<file path="src/rtl/seq_alu_pkg.sv">
// Shared op codes, FSM state type and op classification for seq_alu.
package seq_alu_pkg;

   localparam logic [3:0] ALU_ADD   = 4'b0000;
   localparam logic [3:0] ALU_SUB   = 4'b0001;
   localparam logic [3:0] ALU_AND   = 4'b0010;
   localparam logic [3:0] ALU_OR    = 4'b0011;
   localparam logic [3:0] ALU_XOR   = 4'b0100;
   localparam logic [3:0] ALU_SLT   = 4'b0101;
   localparam logic [3:0] ALU_SLTU  = 4'b0110;
   localparam logic [3:0] ALU_MUL   = 4'b1000;
   localparam logic [3:0] ALU_MULHU = 4'b1001;
   localparam logic [3:0] ALU_DIV   = 4'b1100;
   localparam logic [3:0] ALU_DIVU  = 4'b1101;
   localparam logic [3:0] ALU_REM   = 4'b1110;
   localparam logic [3:0] ALU_REMU  = 4'b1111;

   typedef enum logic [1:0] {
      S_IDLE   = 2'd0,
      S_CALC   = 2'd1,
      S_RESULT = 2'd2
   } state_t;

   function automatic logic is_iterative(input logic [3:0] op);
      return (op == ALU_MUL) || (op == ALU_MULHU) || (op[3:2] == 2'b11);
   endfunction

   function automatic logic is_signed_div(input logic [3:0] op);
      return (op == ALU_DIV) || (op == ALU_REM);
   endfunction

endpackage

</file>
<file path="src/rtl/seq_alu_basic.sv">
// Combinational single-cycle ALU ops; undefined codes yield zero.
module seq_alu_basic
   import seq_alu_pkg::*;
#(
   parameter int unsigned WIDTH = 32
) (
   input  logic [3:0]       op,
   input  logic [WIDTH-1:0] a,
   input  logic [WIDTH-1:0] b,
   output logic [WIDTH-1:0] y
);

   logic lt;

   always_comb begin
      y  = '0;
      lt = 1'b0;
      case (op)
         ALU_ADD:  y = a + b;
         ALU_SUB:  y = a - b;
         ALU_AND:  y = a & b;
         ALU_OR:   y = a | b;
         ALU_XOR:  y = a ^ b;
         ALU_SLT: begin
            lt = $signed(a) < $signed(b);
            y  = {{(WIDTH-1){1'b0}}, lt};
         end
         ALU_SLTU: begin
            lt = a < b;
            y  = {{(WIDTH-1){1'b0}}, lt};
         end
         default:  y = '0;
      endcase
   end

endmodule

</file>
<file path="src/rtl/seq_alu.sv">
// Multicycle ALU: registered single-cycle ops plus iterative shift-add multiply
// and restoring divide behind a start/busy/done handshake.
module seq_alu
   import seq_alu_pkg::*;
#(
   parameter int unsigned WIDTH = 32
) (
   input  logic             clk,
   input  logic             rst_n,
   input  logic             start,
   input  logic [3:0]       op,
   input  logic [WIDTH-1:0] in1,
   input  logic [WIDTH-1:0] in2,
   output logic             busy,
   output logic             done,
   output logic [WIDTH-1:0] out,
   output logic             zero,
   output logic             sign
);

   localparam int unsigned   CW   = (WIDTH > 1) ? $clog2(WIDTH) : 1;
   localparam logic [CW-1:0] LAST = CW'(WIDTH - 1);

   state_t             state, state_nx;
   logic [CW-1:0]      cnt;
   logic [3:0]         op_q;
   logic               a_neg;
   logic [WIDTH-1:0]   b_q;
   logic [2*WIDTH-1:0] acc, acc_nx;
   logic [WIDTH-1:0]   basic_y, a_mag, dvs, q, r, qf, rf, res;
   logic [WIDTH:0]     sum, rsh, diff;
   logic               is_mul, sdiv;

   seq_alu_basic #(.WIDTH(WIDTH)) u_basic (
      .op (op),
      .a  (in1),
      .b  (in2),
      .y  (basic_y)
   );

   assign busy = (state != S_IDLE);
   assign zero = (out == '0);
   assign sign = out[WIDTH-1];

   always_comb begin
      state_nx = state;
      case (state)
         S_IDLE:   if (start && is_iterative(op)) state_nx = S_CALC;
         S_CALC:   if (cnt == LAST) state_nx = S_RESULT;
         S_RESULT: state_nx = S_IDLE;
         default:  state_nx = S_IDLE;
      endcase
   end

   // acc is {hi, lo}: product accumulator for multiply, {remainder, quotient} for divide
   always_comb begin
      is_mul = (op_q[3:2] == 2'b10);
      sdiv   = is_signed_div(op_q);
      a_mag  = (is_signed_div(op) && in1[WIDTH-1]) ? -in1 : in1;
      dvs    = (sdiv && b_q[WIDTH-1]) ? -b_q : b_q;
      sum    = {1'b0, acc[2*WIDTH-1:WIDTH]} + (acc[0] ? {1'b0, b_q} : '0);
      rsh    = acc[2*WIDTH-1:WIDTH-1];
      diff   = rsh - {1'b0, dvs};
      if (is_mul)
         acc_nx = {sum, acc[WIDTH-1:1]};
      else if (!diff[WIDTH])
         acc_nx = {diff[WIDTH-1:0], acc[WIDTH-2:0], 1'b1};
      else
         acc_nx = {rsh[WIDTH-1:0], acc[WIDTH-2:0], 1'b0};
      q  = acc[WIDTH-1:0];
      r  = acc[2*WIDTH-1:WIDTH];
      // zero divisor leaves |dividend| in r, so only the quotient needs forcing
      qf = (b_q == '0) ? '1 : ((sdiv && (a_neg ^ b_q[WIDTH-1])) ? -q : q);
      rf = (sdiv && a_neg) ? -r : r;
      if (is_mul)
         res = op_q[0] ? r : q;
      else
         res = op_q[1] ? rf : qf;
   end

   always_ff @(posedge clk or negedge rst_n) begin
      if (!rst_n) begin
         state <= S_IDLE;
         cnt   <= '0;
         op_q  <= '0;
         a_neg <= 1'b0;
         b_q   <= '0;
         acc   <= '0;
         out   <= '0;
         done  <= 1'b0;
      end else begin
         state <= state_nx;
         done  <= 1'b0;
         case (state)
            S_IDLE: begin
               if (start) begin
                  if (is_iterative(op)) begin
                     op_q  <= op;
                     a_neg <= in1[WIDTH-1];
                     b_q   <= in2;
                     cnt   <= '0;
                     acc   <= {{WIDTH{1'b0}}, (op[2] ? a_mag : in1)};
                  end else begin
                     out  <= basic_y;
                     done <= 1'b1;
                  end
               end
            end
            S_CALC: begin
               acc <= acc_nx;
               cnt <= cnt + CW'(1);
            end
            S_RESULT: begin
               out  <= res;
               done <= 1'b1;
            end
            default: ;
         endcase
      end
   end

endmodule

</file>
<file path="config.mk">
export PLATFORM = sky130hd
export DESIGN_NAME = seq_alu
export DESIGN_NICKNAME = d
export VERILOG_FILES = /design/src/rtl/seq_alu_pkg.sv /design/src/rtl/seq_alu_basic.sv /design/src/rtl/seq_alu.sv
export SDC_FILE = /design/constraint.sdc
export NUM_CORES = 1
export LEC_CHECK = 0
export ABC_AREA = 1
export CAP_MARGIN = 20
export CORE_MARGIN = 2
export CORE_UTILIZATION = 26
export CTS_CLUSTER_DIAMETER = 40
export DETAILED_ROUTE_END_ITERATION = 6
export DONT_BUFFER_PORTS = 1
export GPL_TIMING_DRIVEN = 0
export PLACE_DENSITY = 0.43
export SLEW_MARGIN = 0
export SYNTH_ARGS = -nofsm -noshare
export SYNTH_HDL_FRONTEND = slang
export SYNTH_SLANG_ARGS = --single-unit
</file>
<file path="constraint.sdc">
create_clock -name clk -period 3.3 [get_ports clk]
set_clock_uncertainty 0.2 [all_clocks]
set_input_delay 0.165 -clock clk [delete_from_list [all_inputs] [get_ports clk]]
set_output_delay 0.165 -clock clk [all_outputs]
set_load 0.05 [all_outputs]
</file>
==> flow_summary_export.csv <==
group,metric,value,unit
final_layout,layout-drive-gt1-share,0.0834,
synthesis,ys_types,56,
placement,place.gp.congestion,0.952,
worst_setup_path,critPathLaunch,"b_q[31]",
power_and_ir_drop,p_leak,0.0125,uW
synthesis,syn_nets,4022,
placement,place_ws,-1.60,ns
die,die-area,0.0842,sq mm
global_route,grt_max_degree,142,
power_and_ir_drop,p_seq_frac,0.171,
min_path,min_path_type,"input pin to async pin",
timing,maxSlewHeadroom,0.220,
die,die_w,290,um
final_layout,fin_util,0.316,
timing,setup_ws,-0.752,ns
worst_setup_path,r2r_start,"b_q[31]",
placement,io_buffer_count,0,
run,cap_violations,0,
die,fp.coreArea,0.0808,sq mm
synthesis,synth_top_area_cell,"nand2_1",
route,maxUsedRoutingLayer,"met5",
global_route,grt_usage,0.284,
timing,setup_viol,33,
die,start_util,0.263,
synthesis,synth_commonest_cells,"1093 x nand2_1, 507 x inv_1, 412 x nor2_1",
synthesis,avgSynthCellArea,5.63,sq um
worst_setup_path,cp-end-kind,"flop",
placement,dp_hpwl,99800,um
timing,drv_slew,0,
clocking,ctsHoldBuffers,88,
power_and_ir_drop,ir_worst_vdd,0.531,mV
die,die_y,290,um
run_status,status,"complete, but fails checks",
route,wl_per_cell,24.4,um
timing,rsz0062_at_grt,"true",
synthesis,syn-cell-area,0.0213,sq mm
clocking,clock_latency,0.50,ns
final_layout,area_delta_synth_final,20.0,%
synthesis,synth-seq-cells,141,
power_and_ir_drop,pwr-share-clk,0.071,
final_layout,fin_cells,5019,
power_and_ir_drop,power.switching,18100,uW
global_route,grt_antenna_before_repair,3,
worst_setup_path,path_max_fanout,6,
final_layout,num-nets-final,4184,
synthesis,synthTopCellsByArea,"nand2_1 19%, dfrtp_1 17%, ha_1 9.8%",
worst_setup_path,reg2regPathDepth,23,
clocking,numCtsBuffers,17,
synthesis,synthFlopType,"dfrtp_1",
clocking,root_buffer,"clkbuf_16",
clocking,htree_levels,4,
timing,post-route-min-period,4.05,ns
power_and_ir_drop,design_power_total,29700,uW
placement,dp_cells,4842,
power_and_ir_drop,p_int,11600,uW
clocking,cts_tree,"yes",
synthesis,yosysTopAreaCellShare,0.193,
global_route,grt_pass1_wl,176000,um
worst_setup_path,critPathKind,"flop to flop",
synthesis,syn_inst,3781,
synthesis,synth.most_common_cell,"nand2_1",
worst_setup_path,start_kind,"flop",
global_route,grt_pass1_vias,25342,
synthesis,ys_warn_count,0,
power_and_ir_drop,p_sw_frac,0.609,
timing,finalHoldViolations,141,
power_and_ir_drop,cellPowerDensity,1160,mW/mm^2
clocking,clk_pin_slew,0.08,ns
clocking,clock_path_buffers,2,
clocking,cts_sinks,141,
global_route,grt.overflow.total,0,
timing,period_share,1.23,
route,firstDrtPassIters,7,
route,drt-total-wl,122000,um
route,avgViaCountPerCell,5.24,
route,postRouteAntennaNets,0,
synthesis,synth-edff-count,0,
worst_setup_path,r2r-end,"acc[39]",
synthesis,async_reset_ff_frac,1.00,
worst_setup_path,r2r_setup_slack,-0.75,ns
die,io-pin-count,107,
worst_setup_path,critPathArrivalTime,4.23,ns
route,dr_total_vias,26321,
power_and_ir_drop,combPwrFrac,0.758,
synthesis,yosysSeqAreaShare,0.166,
route,wl_met3,8230,um
route,wl_met2,56200,um
worst_setup_path,critPathRequiredTime,3.47,ns
die,fp-row-count,104,
timing,fmax,247,MHz
timing,finalSetupTns,-23.09,ns
route,drc_errors,0,
run_status,violations,"negative hold slack, negative setup slack",
timing,worst_slew_pin_slew,1.17,ns
route,wl_met1,53000,um
route,drtIter0Drc,2398,
timing,hold_slack,-0.825,ns
final_layout,fillCellCount,9330,
[logic make-up after synthesis]
| group | after synthesis | share of synthesized area |
|---|---|---|
| flip-flops | 141 | 0.166 |
| XOR/XNOR | 81 | 0.0333 |
| AND/OR/NAND/NOR | 2007 | 0.394 |
| adder cells (fa/ha/maj) | 170 | 0.101 |
| buffers and inverters | 646 | 0.119 |
| AO/OA/AOI/OAI | 736 | 0.186 |
[flip-flops by register name, summed over array words and instances, names as in the netlist]
| name | count |
|---|---|
| cnt | 5 |
| out | 32 |
| op_q | 4 |
| a_neg | 1 |
| state | 2 |
| acc | 64 |
| done | 1 |
| b_q | 32 |
[critical path: stages (launching register included)]
cell and delay (ns):
dfrtp_2 0.46, clkinvlp_4 0.21, nor2_4 0.23, clkinvlp_4 0.12, buf_4 0.17, buf_12 0.13
a31oi_2 0.19, xor2_2 0.23, ha_1 0.35, a21oi_2 0.19, nand2_2 0.11, nand2_1 0.09
nand2_2 0.09, nand2_1 0.08, nand2_2 0.08, nand2_2 0.10, nand2_2 0.09, nand2_2 0.12
nand2_8 0.11, buf_8 0.16, nand2_1 0.07, nand3_2 0.11, nand3_2 0.13, nand2_1 0.05
[power groups by stage]
stage / clock [uW] / combinational, uW / sequential [uW]
finish: 2100 / 22500 / 5080
global route: 2190 / 24600 / 5160
CTS: 2130 / 21400 / 5050
detailed placement: 0 / 18400 / 5040
global placement: 0 / 18400 / 5050
floorplan: 0 / 12700 / 4100
[layout make-up]
cell class	instances	area (sq um)	area share
multi-input combinational	2994	16100	0.628
sequential	141	3530	0.138
inverter	521	1970	0.0771
timing repair buffer	144	1430	0.0559
tap	1060	1330	0.0519
buffer	124	636	0.0249
clock buffer	17	425	0.0167
clock inverter	15	173	0.00676
antenna	3	7.51	0.000294
[worst max-delay path by stage]
stage                   end  slack [ns]  depth (start not counted)
floorplan           acc[57]       0.006                         25
global placement    acc[59]       -1.63                         22
detailed placement  acc[57]       -1.60                         18
CTS                 acc[61]       -0.73                         27
global route        acc[54]       -0.95                         27
finish              acc[39]       -0.75                         23
[layer usage]
metal,global-route usage,up-vias
li1,-,12641
met1,0.370,12514
met2,0.469,975
met3,0.0462,189
met4,0.107,2
met5,0,-
[placed cells by master, fill, tap and decap left out, types with 52 or more instances in the layout]
master | netlist | layout
nand2_1 | 1093 | 1074
nor2_1 | 412 | 399
nand3_1 | 359 | 303
ha_1 | 166 | 155
xor2_1 | 60 | 52
dlygate4sd3_1 | 0 | 88
o21ai_0 | 286 | 267
dfrtp_1 | 141 | 138
inv_1 | 507 | 499
buf_4 | 7 | 53
a21oi_1 | 303 | 290
clkbuf_1 | 65 | 63
[per-stage QoR]
stage          hold slack [ns]  cell area (sq um)
2_1_floorplan           -0.331              21300
3_3_place_gp            -0.321              22600
3_5_place_dp            -0.321              22700
4_1_cts                 -0.856              25300
5_1_grt                 -0.851              25500
6_report                -0.825              25500
[what timing repair did]
action	4_1_cts	5_1_grt
gates resized for setup	158	51
endpoints found under the setup margin	34	36
setup buffers	45	5
cloned	4	1
pin swaps	26	37
endpoints found under the hold margin	227	141
Note: power is estimated with default switching activity, not from simulation.
